**config.mk**
```make
export PLATFORM = sky130hd
export DESIGN_NAME = stack_unit
export DESIGN_NICKNAME = d
export VERILOG_FILES = /design/src/rtl/stack_unit.sv
export SDC_FILE = /design/constraint.sdc
export NUM_CORES = 1
export LEC_CHECK = 0
export CORE_UTILIZATION = 40
export CTS_BUF_LIST = sky130_fd_sc_hd__clkbuf_2
export CTS_CLUSTER_DIAMETER = 80
export DETAILED_ROUTE_END_ITERATION = 16
export SKIP_CTS_REPAIR_TIMING = 1
export SLEW_MARGIN = 15
export SYNTH_ARGS = -nofsm -noshare
export SYNTH_HDL_FRONTEND = slang
export SYNTH_SLANG_ARGS = --single-unit
```
**constraint.sdc**
```tcl
create_clock -name clk -period 7.05 [get_ports clk]
set_input_delay 1.41 -clock clk [delete_from_list [all_inputs] [get_ports clk]]
set_output_delay 1.41 -clock clk [all_outputs]
set_load 0.02 [all_outputs]
```
**src/rtl/stack_unit.sv**
```systemverilog
// LIFO responder for the core's stack port: single-cycle push/pop, registered pop data,
// registered full/empty/count and sticky overflow/underflow flags.
module stack_unit #(
    parameter int WIDTH = 8,
    parameter int DEPTH = 16,
    parameter int AW    = 4
) (
    input  logic             clk,
    input  logic             resetN,
    input  logic             push_i,
    input  logic             pop_i,
    input  logic [WIDTH-1:0] data_in_i,
    input  logic             clear_err_i,
    output logic [WIDTH-1:0] data_out_o,
    output logic             full_o,
    output logic             empty_o,
    output logic [AW:0]      count_o,
    output logic             overflow_o,
    output logic             underflow_o
);

    localparam logic [AW:0] FULL_CNT = (AW+1)'(DEPTH);
    localparam logic [AW:0] ONE_CNT  = (AW+1)'(1);

    logic [WIDTH-1:0] mem [DEPTH];

    logic [AW:0]      sp_q, sp_d;
    logic [WIDTH-1:0] dout_q, dout_d;
    logic             full_q, full_d;
    logic             empty_q, empty_d;
    logic             ovf_q, ovf_d;
    logic             unf_q, unf_d;
    logic             we_s;
    logic [AW-1:0]    waddr_s;
    logic [AW-1:0]    top_idx_s;
    logic             ovf_evt_s;
    logic             unf_evt_s;

    // Top index wraps to DEPTH-1 when the stack is full (low bits of sp are zero then).
    assign top_idx_s = sp_q[AW-1:0] - {{(AW-1){1'b0}}, 1'b1};

    // Next-state decode for pointer, pop data, write strobe and error flags.
    always_comb begin
        sp_d      = sp_q;
        dout_d    = dout_q;
        we_s      = 1'b0;
        waddr_s   = sp_q[AW-1:0];
        ovf_evt_s = 1'b0;
        unf_evt_s = 1'b0;
        case ({push_i, pop_i})
            2'b10: begin
                if (full_q) begin
                    ovf_evt_s = 1'b1;
                end else begin
                    we_s = 1'b1;
                    sp_d = sp_q + ONE_CNT;
                end
            end
            2'b01: begin
                if (empty_q) begin
                    unf_evt_s = 1'b1;
                end else begin
                    dout_d = mem[top_idx_s];
                    sp_d   = sp_q - ONE_CNT;
                end
            end
            2'b11: begin
                if (empty_q) begin
                    dout_d = data_in_i;
                end else begin
                    dout_d  = mem[top_idx_s];
                    we_s    = 1'b1;
                    waddr_s = top_idx_s;
                end
            end
            default: begin
                sp_d = sp_q;
            end
        endcase
        // A same-edge error event wins over clear_err.
        ovf_d   = (clear_err_i ? 1'b0 : ovf_q) | ovf_evt_s;
        unf_d   = (clear_err_i ? 1'b0 : unf_q) | unf_evt_s;
        full_d  = (sp_d == FULL_CNT);
        empty_d = (sp_d == '0);
    end

    // Control and status registers with synchronous active-low reset.
    always_ff @(posedge clk) begin
        if (!resetN) begin
            sp_q    <= '0;
            dout_q  <= '0;
            full_q  <= 1'b0;
            empty_q <= 1'b1;
            ovf_q   <= 1'b0;
            unf_q   <= 1'b0;
        end else begin
            sp_q    <= sp_d;
            dout_q  <= dout_d;
            full_q  <= full_d;
            empty_q <= empty_d;
            ovf_q   <= ovf_d;
            unf_q   <= unf_d;
        end
    end

    // Entry storage; contents are intentionally not reset.
    always_ff @(posedge clk) begin
        if (resetN && we_s) begin
            mem[waddr_s] <= data_in_i;
        end
    end

    assign data_out_o  = dout_q;
    assign full_o      = full_q;
    assign empty_o     = empty_q;
    assign count_o     = sp_q;
    assign overflow_o  = ovf_q;
    assign underflow_o = unf_q;

endmodule
```
==> impl_metrics.json <==
{
  "grt_pass1_vias": 3516,
  "dp.cells": 580,
  "synthCells": 381,
  "multi_input_area_um2": 1770,
  "syn_area_per_cell_um2": 16.3,
  "yosys.cell_types.count": 56,
  "finalCriticalPeriod_ns": 3.88,
  "yosys.area.top_type": "edfxtp_1",
  "hp-class": "register to register",
  "synth_enable_flop_cells": 128,
  "yosysTopAreaCellShare_pct": 62.0,
  "num_vias": 3436,
  "worst_pin_slew_ns": 0.913,
  "clock.fmax_mhz": 258,
  "die_w_um": 126,
  "route.detailed.drc": 0,
  "finalClockSkew_ns": 0.0283,
  "synth_nets": 399,
  "critPathMaxStageDelay_ns": 0.74,
  "relSlewSlack_pct": 38.9,
  "rsz0062_at_grt": "false",
  "cts_tree": "yes",
  "critPathRequiredTime_ns": 5.64,
  "cp_slowest_cell": "clkdlybuf4s50_1",
  "cp-start-kind": "register",
  "worstPathArrival_ns": 2.47,
  "cts_buffers": 17,
  "p_per_area_nw_per_um2": 237,
  "netlist_area_um2": 6190,
  "insertion_delay_ns": 0.71,
  "die_y_um": 126,
  "initial_core_util_pct": 40.9,
  "grt_pass1_wl_mm": 20.6,
  "gp_congestion": 0.802,
  "num_rows": 45,
  "outcome": "finished clean",
  "critPathKind": "register to output port",
  "path_cells": "buf_4 -> clkdlybuf4s50_1",
  "fin_cells": 613,
  "grt_max_degree": 50,
  "htreeDepth": 4,
  "die-area_um2": 16000,
  "root_buffer": "clkbuf_2",
  "vias_per_cell": 5.61,
  "synth-seq-cells": 145,
  "numPortBuffers": 29,
  "synth_common_cells": "128 x edfxtp_1, 28 x mux4_2, 24 x a21oi_1, 24 x inv_1, 19 x nor2_1",
  "synth.most_common_cell": "edfxtp_1",
  "setup_viol": 0,
  "ys_seq_area_share_pct": 67.5,
  "clockBufferDepth": 2,
  "grt_overflow": 0,
  "drive_gt1_share_pct": 16.5,
  "end_kind": "output port",
  "synth_area_leaders": "edfxtp_1 62%, mux4_2 10%, dfxtp_1 5.5%, a21oi_1 1.9%, mux4_1 1.7%",
  "cts.clk_slew.worst_paths_ns": 0.21,
  "clock_sinks": 145,
  "drt_iter0_markers": 329,
  "antenna_found_initial": 1,
  "fillers": 1300,
  "drv_slew": 0,
  "pin_count": 30,
  "cap_violations": 0,
  "dr.pass1.iters": 5,
  "ir_worst_vdd_mv": 0.101,
  "leakage_nw": 2.16,
  "seq_area_um2": 4190,
  "fin_setup_tns_ns": 0,
  "wirelength_mm": 13.2,
  "track_usage_pct": 18.0,
  "synthFlopType": "edfxtp_1",
  "final_hold_viol_count": 0,
  "core_um2": 15100,
  "nets": 429,
  "period_share_pct": 55.1,
  "async_reset_ff_share_pct": 0,
  "ant_nets": 0,
  "dpl.hpwl_mm": 8.57,
  "critPathMaxFanout": 49,
  "area_growth_pct": 10.1,
  "ys_warn_count": 0,
  "routedWlPerCell_um": 21.5
}
## where the power goes
part	leakage, nW	total (mW)	switching [mW]	internal (mW)
Clock	0.131	0.453	0.294	0.159
Sequential	1.29	0.961	0.0145	0.947
Combinational	0.734	0.201	0.116	0.0849
Total	2.16	1.61	0.424	1.19
## worst paths after layout
check             slack (ns)                   start                     end  depth (start not counted)
hold reg to reg         0.50  underflow_o$_SDFF_PN0_  underflow_o$_SDFF_PN0_                          2
setup reg to reg        3.29   count_o[0]$_SDFF_PN0_     mem[4][3]$_DFFE_PP_                          8
setup / recovery        3.17   count_o[0]$_SDFF_PN0_              count_o[0]                          2
hold / removal          0.50  underflow_o$_SDFF_PN0_  underflow_o$_SDFF_PN0_                          2
## worst max-delay path: cells and delay by family (launching register included)
kind / cells / cell delay, ns
flops: 1 / 0.36
buf+inv: 2 / 1.36
## layout by cell type, fill, tap and decap left out, drive strengths merged, types with 3 or more instances in the layout
cell type,netlist,layout
a21oi,24,24
and2,5,5
clkbuf,8,17
clkdlybuf4s50,0,29
clkinv,0,8
clkinvlp,0,4
dfxtp,17,17
edfxtp,128,128
ha,5,5
inv,24,25
mux4,32,32
nand2,14,14
nand2b,5,5
nand3,4,4
nor2,19,19
nor3,8,8
nor4,3,3
o21a,9,9
o21ai,13,13
o221ai,8,8
o22ai,9,9
or3,3,3
xnor2,3,3
## metal layers
| metal | up-vias | global-route usage, % | routed length, um |
|---|---|---|---|
| li1 | 1568 | - | - |
| met1 | 1718 | 24.9 | 5910 |
| met2 | 126 | 27.2 | 6110 |
| met3 | 24 | 3.71 | 786 |
| met4 | 0 | 8.72 | 393 |
| met5 | - | 0 | 0 |
## kinds of logic after synthesis
logic type | after synthesis | share of synthesized area, %
multiplexers | 35 | 12.4
adder cells (fa/ha/maj) | 5 | 1.01
flip-flops | 145 | 67.5
buffers and inverters | 44 | 3.88
AO/OA/AOI/OAI | 75 | 8.04
XOR/XNOR | 4 | 0.566
AND/OR/NAND/NOR | 73 | 6.58
## through the flow
step	hold slack, ns	cell area (um2)	power, mW	worst slack [ns]	util (%)
finish	0.503	6820	1.61	3.17	45.0
CTS	0.511	6820	1.63	3.07	45.0
floorplan	0.553	6190	1.11	3.93	-
global route	0.531	6820	1.68	2.95	45.0
detailed placement	0.485	6590	1.18	2.61	43.5
global placement	0.474	6590	1.18	2.69	43.5
## cell type report
class                   instances  share of cell area [%]
repair buffers                 31                    4.48
inverters                      24                    1.32
diodes                          1                  0.0367
clock inverters                15                    2.11
multi-input cells             192                    26.0
flip-flops and latches        145                    61.4
clock buffers                  17                    1.25
well taps                     188                    3.45
## state kept, by name, summed over array words and instances (netlist names)
register	flops
mem	128
data_out_o	8
count_o	5
empty_o	1
full_o	1
overflow_o	1
underflow_o	1
No activity file was read; power rests on OpenSTA's default activity.
